## config.mk

```make
export PLATFORM = sky130hd
export DESIGN_NAME = cmdq_issue_ctrl_flat
export DESIGN_NICKNAME = d
export VERILOG_FILES = /design/src/rtl/cmdq_issue_pkg.sv /design/src/rtl/cmdq_issue_ctrl_if.sv /design/src/rtl/cmdq_credit_ctr.sv /design/src/rtl/cmdq_issue_ctrl.sv /design/src/flat_wrapper.sv
export SDC_FILE = /design/constraint.sdc
export NUM_CORES = 1
export LEC_CHECK = 0
export CAP_MARGIN = 5
export CORE_MARGIN = 8
export CORE_UTILIZATION = 40
export CTS_BUF_LIST = sky130_fd_sc_hd__clkbuf_16
export DETAILED_ROUTE_END_ITERATION = 10
export MAX_ROUTING_LAYER = met4
export PLACE_DENSITY = 0.82
export SKIP_CTS_REPAIR_TIMING = 1
export SLEW_MARGIN = 25
export SYNTH_ARGS = -nofsm -noshare
export SYNTH_HDL_FRONTEND = slang
export SYNTH_SLANG_ARGS = --single-unit
```

## constraint.sdc

```tcl
create_clock -name clk -period 4.6 [get_ports clk]
set_input_delay 0.69 -clock clk [delete_from_list [all_inputs] [get_ports clk]]
set_output_delay 0.69 -clock clk [all_outputs]
set_load 0.01 [all_outputs]
```

## src/rtl/cmdq_issue_pkg.sv

```systemverilog
// Shared types and helpers for the command-queue issue/replay controller.
package cmdq_issue_pkg;

  // Width of the performance counters.
  localparam int PERF_W = 32;

  // Watchdog FSM states. The FSM only observes the issue logic.
  typedef enum logic [1:0] {
    RUN   = 2'd0,
    STALL = 2'd1,
    HANG  = 2'd2
  } state_e;

  // Bits needed to hold a credit count in the range 0..depth.
  function automatic int credit_w(input int depth);
    return $clog2(depth + 1);
  endfunction

endpackage

```

## src/rtl/cmdq_issue_ctrl_if.sv

```systemverilog
// Decoder / downstream-queue signal bundle for cmdq_issue_ctrl.
// The master side is the decoder plus the queues; the slave side is the controller.
interface cmdq_issue_ctrl_if
  import cmdq_issue_pkg::*;
#(
  parameter int NQ    = 2,
  parameter int DEPTH = 4
) ();

  localparam int CW = credit_w(DEPTH);

  logic                 io_valid;
  logic [NQ-1:0]        io_enq_mask;
  logic                 io_issue;
  logic                 io_replay;
  logic [NQ-1:0]        io_q_enq;
  logic [NQ-1:0]        io_q_deq;
  logic [NQ*CW-1:0]     io_credits;
  logic                 io_hang;
  logic                 io_ovf_err;
  logic [PERF_W-1:0]    io_perf_issue;
  logic [PERF_W-1:0]    io_perf_replay;

  modport master (
    output io_valid, io_enq_mask, io_q_deq,
    input  io_issue, io_replay, io_q_enq, io_credits, io_hang, io_ovf_err,
           io_perf_issue, io_perf_replay
  );

  modport slave (
    input  io_valid, io_enq_mask, io_q_deq,
    output io_issue, io_replay, io_q_enq, io_credits, io_hang, io_ovf_err,
           io_perf_issue, io_perf_replay
  );

endinterface

```

## src/rtl/cmdq_credit_ctr.sv

```systemverilog
// Per-queue credit counter. Starts full (DEPTH credits), spends one per enqueue,
// regains one per dequeue. A dequeue against a full counter is reported as an
// overflow pulse and the count holds at DEPTH.
module cmdq_credit_ctr
  import cmdq_issue_pkg::*;
#(
  parameter  int DEPTH = 4,
  localparam int CW    = credit_w(DEPTH)
) (
  input  logic          clk,
  input  logic          reset_n,
  input  logic          enq,
  input  logic          deq,
  output logic [CW-1:0] count,
  output logic          ovf
);

  localparam logic [CW-1:0] FULL = CW'(DEPTH);
  localparam logic [CW-1:0] ONE  = CW'(1);

  logic [CW-1:0] count_q;
  logic          at_full;

  assign at_full = (count_q == FULL);
  assign ovf     = deq & ~enq & at_full;
  assign count   = count_q;

  // Credit register: enqueue+dequeue in one cycle cancel out; no bypass of returns.
  // NOTE: sequential state uses non-blocking (<=) so every flop samples pre-edge values.
  always_ff @(posedge clk or negedge reset_n) begin
    if (!reset_n) begin
      count_q <= FULL;
    end else if (enq && !deq) begin
      count_q <= count_q - ONE;
    end else if (deq && !enq && !at_full) begin
      count_q <= count_q + ONE;
    end
  end

endmodule

```

## src/rtl/cmdq_issue_ctrl.sv

```systemverilog
// Issue/replay controller between an instruction decoder and NQ command queues.
// An instruction fires only when every targeted queue holds a credit; otherwise
// the decoder replays it. A watchdog FSM flags instructions stuck in replay.
// Optional build macro CMDQ_ISSUE_PERF_EN adds issue/replay performance counters;
// without it the perf ports read zero and no counter flops exist.
module cmdq_issue_ctrl
  import cmdq_issue_pkg::*;
#(
  parameter int NQ         = 2,
  parameter int DEPTH      = 4,
  parameter int REPLAY_MAX = 15
) (
  input  logic               clk,
  input  logic               reset_n,
  cmdq_issue_ctrl_if.slave   io
);

  localparam int CW = credit_w(DEPTH);
  localparam int SW = $clog2(REPLAY_MAX + 1);

  localparam logic [SW-1:0] CNT_MAX = SW'(REPLAY_MAX);
  localparam logic [SW-1:0] CNT_ONE = SW'(1);

  logic [CW-1:0] credit [NQ];
  logic [NQ-1:0] ok;
  logic [NQ-1:0] ovf_pulse;
  logic          issue;
  logic          replay;

  state_e        state_q, state_d;
  logic [SW-1:0] stall_cnt_q, stall_cnt_d;
  logic          hang_set;
  logic          hang_q;
  logic          ovf_q;

  // ---------------------------------------------------------------------------
  // Credit counters and per-queue readiness
  // ---------------------------------------------------------------------------
  for (genvar gi = 0; gi < NQ; gi++) begin : g_q
    cmdq_credit_ctr #(.DEPTH(DEPTH)) u_ctr (
      .clk     (clk),
      .reset_n (reset_n),
      .enq     (io.io_q_enq[gi]),
      .deq     (io.io_q_deq[gi]),
      .count   (credit[gi]),
      .ovf     (ovf_pulse[gi])
    );

    assign io.io_credits[gi*CW +: CW] = credit[gi];
    assign ok[gi] = ~io.io_enq_mask[gi] | (credit[gi] != '0);
  end

  // All-or-nothing issue: an empty mask issues unconditionally.
  assign issue        = io.io_valid & (&ok);
  assign replay       = io.io_valid & ~issue;
  assign io.io_issue  = issue;
  assign io.io_replay = replay;
  assign io.io_q_enq  = io.io_enq_mask & {NQ{issue}};

  // ---------------------------------------------------------------------------
  // Replay watchdog FSM
  // ---------------------------------------------------------------------------

  // State register and stall counter.
  always_ff @(posedge clk or negedge reset_n) begin
    if (!reset_n) begin
      state_q     <= RUN;
      stall_cnt_q <= '0;
    end else begin
      state_q     <= state_d;
      stall_cnt_q <= stall_cnt_d;
    end
  end

  // Next state: count consecutive replay cycles, leave on issue or withdrawal.
  always_comb begin
    // NOTE: defaults first so every path assigns every output; no latches.
    state_d     = state_q;
    stall_cnt_d = stall_cnt_q;
    case (state_q)
      RUN: begin
        if (replay) begin
          stall_cnt_d = CNT_ONE;
          state_d     = (CNT_ONE == CNT_MAX) ? HANG : STALL;
        end
      end
      STALL: begin
        if (!replay) begin
          state_d     = RUN;
          stall_cnt_d = '0;
        end else begin
          stall_cnt_d = (stall_cnt_q == CNT_MAX) ? CNT_MAX : stall_cnt_q + CNT_ONE;
          if (stall_cnt_d == CNT_MAX) state_d = HANG;
        end
      end
      HANG: begin
        if (!replay) begin
          state_d     = RUN;
          stall_cnt_d = '0;
        end else begin
          stall_cnt_d = (stall_cnt_q == CNT_MAX) ? CNT_MAX : stall_cnt_q + CNT_ONE;
        end
      end
      default: begin
        state_d     = RUN;
        stall_cnt_d = '0;
      end
    endcase
  end

  // FSM output: raise the hang flag on entry into HANG.
  always_comb begin
    hang_set = (state_d == HANG) && (state_q != HANG);
  end

  // Sticky error flags, cleared only by reset.
  always_ff @(posedge clk or negedge reset_n) begin
    if (!reset_n) begin
      hang_q <= 1'b0;
      ovf_q  <= 1'b0;
    end else begin
      hang_q <= hang_q | hang_set;
      ovf_q  <= ovf_q | (|ovf_pulse);
    end
  end

  assign io.io_hang    = hang_q;
  assign io.io_ovf_err = ovf_q;

  // ---------------------------------------------------------------------------
  // Performance counters
  // ---------------------------------------------------------------------------
`ifdef CMDQ_ISSUE_PERF_EN
  logic [PERF_W-1:0] perf_issue_q;
  logic [PERF_W-1:0] perf_replay_q;

  // Free-running event counters, wrapping modulo 2^PERF_W.
  always_ff @(posedge clk or negedge reset_n) begin
    if (!reset_n) begin
      perf_issue_q  <= '0;
      perf_replay_q <= '0;
    end else begin
      if (issue)  perf_issue_q  <= perf_issue_q + PERF_W'(1);
      if (replay) perf_replay_q <= perf_replay_q + PERF_W'(1);
    end
  end

  assign io.io_perf_issue  = perf_issue_q;
  assign io.io_perf_replay = perf_replay_q;
`else
  assign io.io_perf_issue  = '0;
  assign io.io_perf_replay = '0;
`endif

endmodule

```

## src/flat_wrapper.sv

```systemverilog
// flat-port wrapper written by rule: the top's interface ports become plain ports
module cmdq_issue_ctrl_flat import cmdq_issue_pkg::*;
#(
  parameter int NQ         = 2,
  parameter int DEPTH      = 4,
  parameter int REPLAY_MAX = 15
)
  (clk, reset_n, io_io_valid, io_io_enq_mask, io_io_q_deq, io_io_issue, io_io_replay, io_io_q_enq, io_io_credits, io_io_hang, io_io_ovf_err, io_io_perf_issue, io_io_perf_replay);
  cmdq_issue_ctrl_if #(.NQ(NQ), .DEPTH(DEPTH)) io_i ();
  input  logic clk;
  input  logic reset_n;
  input wire logic [$bits(io_i.io_valid)-1:0] io_io_valid;
  input wire logic [$bits(io_i.io_enq_mask)-1:0] io_io_enq_mask;
  input wire logic [$bits(io_i.io_q_deq)-1:0] io_io_q_deq;
  output wire logic [$bits(io_i.io_issue)-1:0] io_io_issue;
  output wire logic [$bits(io_i.io_replay)-1:0] io_io_replay;
  output wire logic [$bits(io_i.io_q_enq)-1:0] io_io_q_enq;
  output wire logic [$bits(io_i.io_credits)-1:0] io_io_credits;
  output wire logic [$bits(io_i.io_hang)-1:0] io_io_hang;
  output wire logic [$bits(io_i.io_ovf_err)-1:0] io_io_ovf_err;
  output wire logic [$bits(io_i.io_perf_issue)-1:0] io_io_perf_issue;
  output wire logic [$bits(io_i.io_perf_replay)-1:0] io_io_perf_replay;
  assign io_i.io_valid = io_io_valid;
  assign io_i.io_enq_mask = io_io_enq_mask;
  assign io_i.io_q_deq = io_io_q_deq;
  assign io_io_issue = io_i.io_issue;
  assign io_io_replay = io_i.io_replay;
  assign io_io_q_enq = io_i.io_q_enq;
  assign io_io_credits = io_i.io_credits;
  assign io_io_hang = io_i.io_hang;
  assign io_io_ovf_err = io_i.io_ovf_err;
  assign io_io_perf_issue = io_i.io_perf_issue;
  assign io_io_perf_replay = io_i.io_perf_replay;
  cmdq_issue_ctrl #(.NQ(NQ), .DEPTH(DEPTH), .REPLAY_MAX(REPLAY_MAX)) u_core (.clk(clk), .reset_n(reset_n), .io(io_i));
endmodule
```

==> results.cfg, run 1 <==
[status]
status = finished clean

[power_and_ir_drop]
power_density_nw_per_um2 = 483
leakage_nw = 0.755
pwr-share-seq_pct = 29.4
p_total_mw = 0.763
p_switching_mw = 0.306
p_comb_share_pct = 49.2
peakVddDrop_uv = 195
p_clk_share_pct = 21.3
p_int_mw = 0.458
swShare_pct = 40.0

[synthesis]
syn_avg_cell_area_um2 = 8.31
ys_seq_area_share_pct = 23.1
netlist_area_um2 = 1530
syn_inst = 184
yosysUniqueCellTypes = 47
ys_ff_latch = 14
yosys_warnings = 0

[critical_path]
critical_path_depth = 5
crit_chain = clkdlybuf4s50_1, or4b_1, a21bo_2, clkinv_2, clkdlybuf4s50_1
r2r_end = u_core.g_q[0].u_ctr.count[2]$_DFFE_PN1P_
path_max_fanout = 5
cp.arrival_ps = 2670
critPathMaxStageDelay_ps = 540
r2r_cells = 8
crit_path_end_kind = primary output
endpoint = io_io_replay
cp-start-kind = input port
reg2reg_from = u_core.g_q[1].u_ctr.count[2]$_DFFE_PN1P_
crit_family = buffers and inverters
cp_num_buf_inv = 3
critPathSlowestCell = clkdlybuf4s50_1
required_ps = 3910
cpMostUsedCell = clkdlybuf4s50_1
critical_path_class = in -> out
crit_start = io_io_enq_mask[0]
reg2reg_setup_slack_ps = 2120

[grt]
track_usage_pct = 9.73
grt_pass1_wl_mm = 4.80
grt_start_max_net_pins = 15
grt_overflow = 0
grt_pass1_vias = 1041
antenna_found_initial = 0

[detailed_routing]
via_per_inst = 4.36
drtAntennaViolNets = 0
route.detailed.drc = 0
drtIter0Drc = 82
firstDrtPassIters = 6
wl_per_cell_um = 11.9
vias = 1086
routed_wl_mm = 2.97

[hold_path]
hp-class = reg -> reg

[placement]
place_congestion = 0.864
hpwl_mm = 2.44
portBuffers = 18

[layout]
area_growth_pct = 3.36
multi_input_area_um2 = 855
n_antenna_cell = 0
final_cell_mix = 64 x conb_1, 18 x clkdlybuf4s50_1, 14 x inv_1
nNetsFinal = 217
final_common_cell = conb_1
fillers = 400
drive_gt1_share_pct = 5.97
regArea_um2 = 353

[timing]
rsz0062_at_grt = false
clock_skew_ps = 5.35
setup-violations-final = 0
tns_ps = 0
fin_crit_ps = 3360
final_max_slew_viol_count = 0
slew_headroom_pct = 55.2
tightest_slew_ps = 670
hold_violations = 0
timing.fmax_ghz = 0.297
period_share_pct = 73.1

[floorplanning]
core_area_um2 = 3660
ioPinCount = 83
die_area_um2 = 6060
start_util_pct = 41.8
die_h_um = 77.8
die_x_um = 77.8
row_count = 22

[clock_network]
cts-buffers-inserted = 3
clockBufferDepth = 2
htree_num_levels = 1
clock-root-buffer = clkbuf_16
cts_tree = built
clock_insertion_delay_worst_skew_ps = 240
clkTransAtPathRegs_ps = 40
clkSinkCount = 14

[run]
drv_cap = 0
-- synthesized netlist by cell type, drive strengths merged --
library cell / count / area share (%)
dfstp: 2 / 3.4
nor4b: 1 / 0.57
maj3: 1 / 0.65
dfrtp: 12 / 20
a31o: 1 / 0.57
or3: 1 / 0.41
a221oi: 1 / 0.57
a21oi: 11 / 3.6
fa: 2 / 2.6
nand2: 7 / 1.7
a221o: 1 / 0.65
a21boi: 1 / 0.49
and2: 1 / 0.41
nand3: 5 / 1.6
xnor2: 1 / 0.57
nor2: 12 / 2.9
and3: 1 / 0.41
a22o: 1 / 0.57
inv: 14 / 3.4
a32o: 1 / 0.65
o22a: 1 / 0.57
buf: 67 / 33
o2111ai: 1 / 0.57
nand4: 2 / 1.2
mux2i: 1 / 0.65
ha: 5 / 4.1
o31ai: 1 / 0.49
o311ai: 1 / 0.57
conb: 1 / 0.25
o21ai: 8 / 2.6
a211o: 1 / 0.65
a41oi: 2 / 1.1
a21bo: 1 / 0.65
nor3b: 2 / 1.7
o22ai: 2 / 1.2
o31a: 1 / 0.57
or4b: 2 / 1.3
nand2b: 3 / 1.4
clkinv: 1 / 0.33
a31oi: 2 / 0.82
nor2b: 2 / 0.82
-- power by group through the flow --
stage	Clock [mW]	Combinational, mW	Sequential (mW)
after floorplan	0	0.282	0.227
after global placement	0	0.363	0.224
after detailed placement	0	0.376	0.226
after CTS	0.170	0.378	0.223
after global routing	0.173	0.426	0.230
final	0.163	0.376	0.225
-- registers in the layout, summed over array words and instances, names as in the netlist --
name / flops
u_core.g_q.u_ctr.count: 6
u_core.io.io_ovf_err: 1
u_core.stall_cnt_q: 4
u_core.state_q: 2
u_core.io.io_hang: 1
-- how the worst min path moves through the flow --
| stage | startpoint | end | cells past startpoint |
|---|---|---|---|
| after floorplan | reset_n | u_core.g_q[0].u_ctr.count[0]$_DFFE_PN0P_ | 0 |
| after global placement | u_core.io.io_hang$_DFF_PN0_ | u_core.io.io_hang$_DFF_PN0_ | 1 |
| after detailed placement | u_core.io.io_hang$_DFF_PN0_ | u_core.io.io_hang$_DFF_PN0_ | 1 |
| after CTS | u_core.io.io_hang$_DFF_PN0_ | u_core.io.io_hang$_DFF_PN0_ | 1 |
| after global routing | u_core.io.io_hang$_DFF_PN0_ | u_core.io.io_hang$_DFF_PN0_ | 1 |
| final | u_core.io.io_hang$_DFF_PN0_ | u_core.io.io_hang$_DFF_PN0_ | 1 |
-- kinds of logic after synthesis --
| family | after synthesis | share of synthesized area, % |
|---|---|---|
| xor+xnor | 1 | 0.573 |
| simple gates | 39 | 14.6 |
| mux | 1 | 0.655 |
| buf+inv | 82 | 36.5 |
| other cells | 1 | 0.245 |
| flops | 14 | 23.1 |
| fa+ha+maj | 8 | 7.37 |
| compound gates | 38 | 17.0 |
-- area by class of cell --
class,count,area share [%]
multi-input combinational,151,54.1
clock buffer,3,4.75
sequential,14,22.3
tap,48,3.80
timing repair buffer,18,11.4
inverter,15,3.64
-- worst register-to-register path, stage by stage, from the launching register on --
cell and delay [ps]:
dfstp_2 580, or4b_1 240, nand4_1 310, inv_1 160, nand2_1 80, fa_1 390
nand2b_1 170, or3_1 310, o311ai_0 110
-- routing by layer --
layer / vias to the layer above / wire length (um) / track usage (%)
met3: 5 / 327 / 4.15
li1: 530 / - / -
met4: 0 / 37 / 3.40
met2: 55 / 1370 / 15.1
met5: - / 0 / -
met1: 496 / 1240 / 10.9
-- stage by stage --
stage | instance area [um^2] | setup WS [ps] | utilization [%] | instances | hold slack [ps]
detailed placement | 1510 | 1260 | 41.1 | 246 | 466
CTS | 1580 | 1240 | 43.2 | 249 | 476
global route | 1580 | 1140 | 43.2 | 249 | 487
finish | 1580 | 1240 | 43.2 | 249 | 469
floorplan | 1770 | 2120 | - | 247 | 394
global placement | 1510 | 1270 | 41.1 | 246 | 458
Note: power is estimated with default switching activity, not from simulation.
==> run 2: changes to the inputs <==
CORE_UTILIZATION = 39   (was 40)
PLACE_DENSITY = 0.8   (was 0.82)
clock period = 3.5 ns   (was 4.6 ns; I/O delays follow)
==> run 2 against run 1 <==
  * Final cell count unchanged
  * Count of clock-buffer cells in the layout unchanged
  * Routed wire length down 0.13%
  * Power up 31%
  * Design area unchanged
  * Setup slack worse by 760 ps
  * Critical path depth unchanged
  * Critical endpoint unchanged
  * Largest power group unchanged
==> results.cfg, run 2 (synthesized netlist as in run 1, its figures left out) <==
[clock_network]
htree_num_levels = 1
cts_tree = built
clkTransAtPathRegs_ps = 40
clkSinkCount = 14
cts-buffers-inserted = 3
clockBufferDepth = 2
clock_insertion_delay_worst_skew_ps = 240
clock-root-buffer = clkbuf_16

[critical_path]
cp.arrival_ps = 2500
crit_path_end_kind = primary output
required_ps = 2970
cp_num_buf_inv = 3
critPathSlowestCell = clkdlybuf4s50_1
path_max_fanout = 5
critical_path_class = in -> out
cpMostUsedCell = clkdlybuf4s50_1
critPathMaxStageDelay_ps = 540
crit_family = buffers and inverters
cp-start-kind = input port
crit_chain = clkdlybuf4s50_1, or4b_1, a21bo_2, clkinv_2, clkdlybuf4s50_1

[layout]
largest_reg_flops = 6
nNetsFinal = 217
regArea_um2 = 353
n_antenna_cell = 0
multi_input_area_um2 = 855
drive_gt1_share_pct = 5.97
final_cell_area_um2 = 1580
fillers = 398
final_common_cell = conb_1
final_util_pct = 42.5
area_growth_pct = 3.36
final_cell_mix = 64 x conb_1, 18 x clkdlybuf4s50_1, 14 x inv_1

[floorplanning]
ioPinCount = 83
start_util_pct = 41.1
core_area_um2 = 3720
row_count = 22
die_x_um = 78.6
die_area_um2 = 6180
die_h_um = 78.6

[placement]
place_ws_ps = 483
portBuffers = 18
place_congestion = 0.886
hpwl_mm = 2.47
place_area_um2 = 1510

[timing]
fin_ws_ps = 477
tns_ps = 0
rsz0062_at_grt = false
hold_violations = 0
final_max_slew_viol_count = 0
fin_crit_ps = 3020
setup-violations-final = 0
timing.hold.ws_ps = 473
period_share_pct = 86.4
slew_headroom_pct = 57.1
tightest_slew_ps = 641
timing.fmax_ghz = 0.331
clock_skew_ps = 1.11

[detailed_routing]
firstDrtPassIters = 5
route.detailed.drc = 0
drtAntennaViolNets = 0
drtIter0Drc = 30
vias = 1107
wl_per_cell_um = 11.9
routed_wl_mm = 2.97
via_per_inst = 4.45

[run]
drv_cap = 0

[status]
status = finished clean

[hold_path]
hp-class = reg -> reg

[grt]
grt_start_max_net_pins = 15
track_usage_pct = 9.34
antenna_found_initial = 0
grt_pass1_wl_mm = 4.82
grt_pass1_vias = 1068
grt_overflow = 0

[power_and_ir_drop]
peakVddDrop_uv = 282
power_density_nw_per_um2 = 631
leakage_nw = 0.755
==> run 2: cell counts in the layout (fill, tap and decap cells not counted) <==
No cell type changed its count.
==> run 2: area by class of cell <==
class,instances,area share (%)
Clock buffer,3,4.75
Inverter,15,3.64
Multi-Input combinational cell,151,54.1
Sequential cell,14,22.3
Tap cell,48,3.80
Timing Repair Buffer,18,11.4
==> run 2: through the flow <==
stage          std cells  power, mW
2_1_floorplan        247      0.669
3_3_place_gp         246      0.773
3_5_place_dp         246      0.786
4_1_cts              249      0.999
5_1_grt              249       1.09
6_report             249      0.997
==> run 2: path summary, 6_finish.rpt <==
kind / to / slack [ps] / from / cells past startpoint
min in group asynchronous: u_core.g_q[1].u_ctr.count[1]$_DFFE_PN0P_ / 690 / reset_n / 1
worst max register to register: u_core.g_q[0].u_ctr.count[2]$_DFFE_PN1P_ / 1030 / u_core.g_q[1].u_ctr.count[2]$_DFFE_PN1P_ / 8
worst min-delay path: u_core.io.io_hang$_DFF_PN0_ / 470 / u_core.io.io_hang$_DFF_PN0_ / 1
max in group asynchronous: u_core.state_q[1]$_DFF_PN0_ / 2400 / reset_n / 1
worst max-delay path: io_io_replay / 480 / io_io_enq_mask[0] / 5
worst min register to register: u_core.io.io_hang$_DFF_PN0_ / 470 / u_core.io.io_hang$_DFF_PN0_ / 1
==> run 2: worst reg2reg max path, delay by kind of cell, from the launching register on <==
family,cells,cell delay [ps]
simple gates,5,1110
compound gates,1,110
flops,1,580
fa+ha+maj,1,400
buf+inv,1,150
==> run 2: metal layers <==
metal | track usage [%] | vias to the layer above | wire [um]
met1 | 11.2 | 516 | 1310
met4 | 2.78 | 0 | 23
met5 | - | - | 0
met3 | 2.73 | 4 | 275
li1 | - | 531 | -
met2 | 14.7 | 56 | 1360
==> run 2: power by group <==
group	internal (mW)	total, mW	switching [mW]
Clock	0.149	0.207	0.0585
Combinational	0.228	0.498	0.270
Sequential	0.224	0.291	0.0672
Total	0.601	0.997	0.396
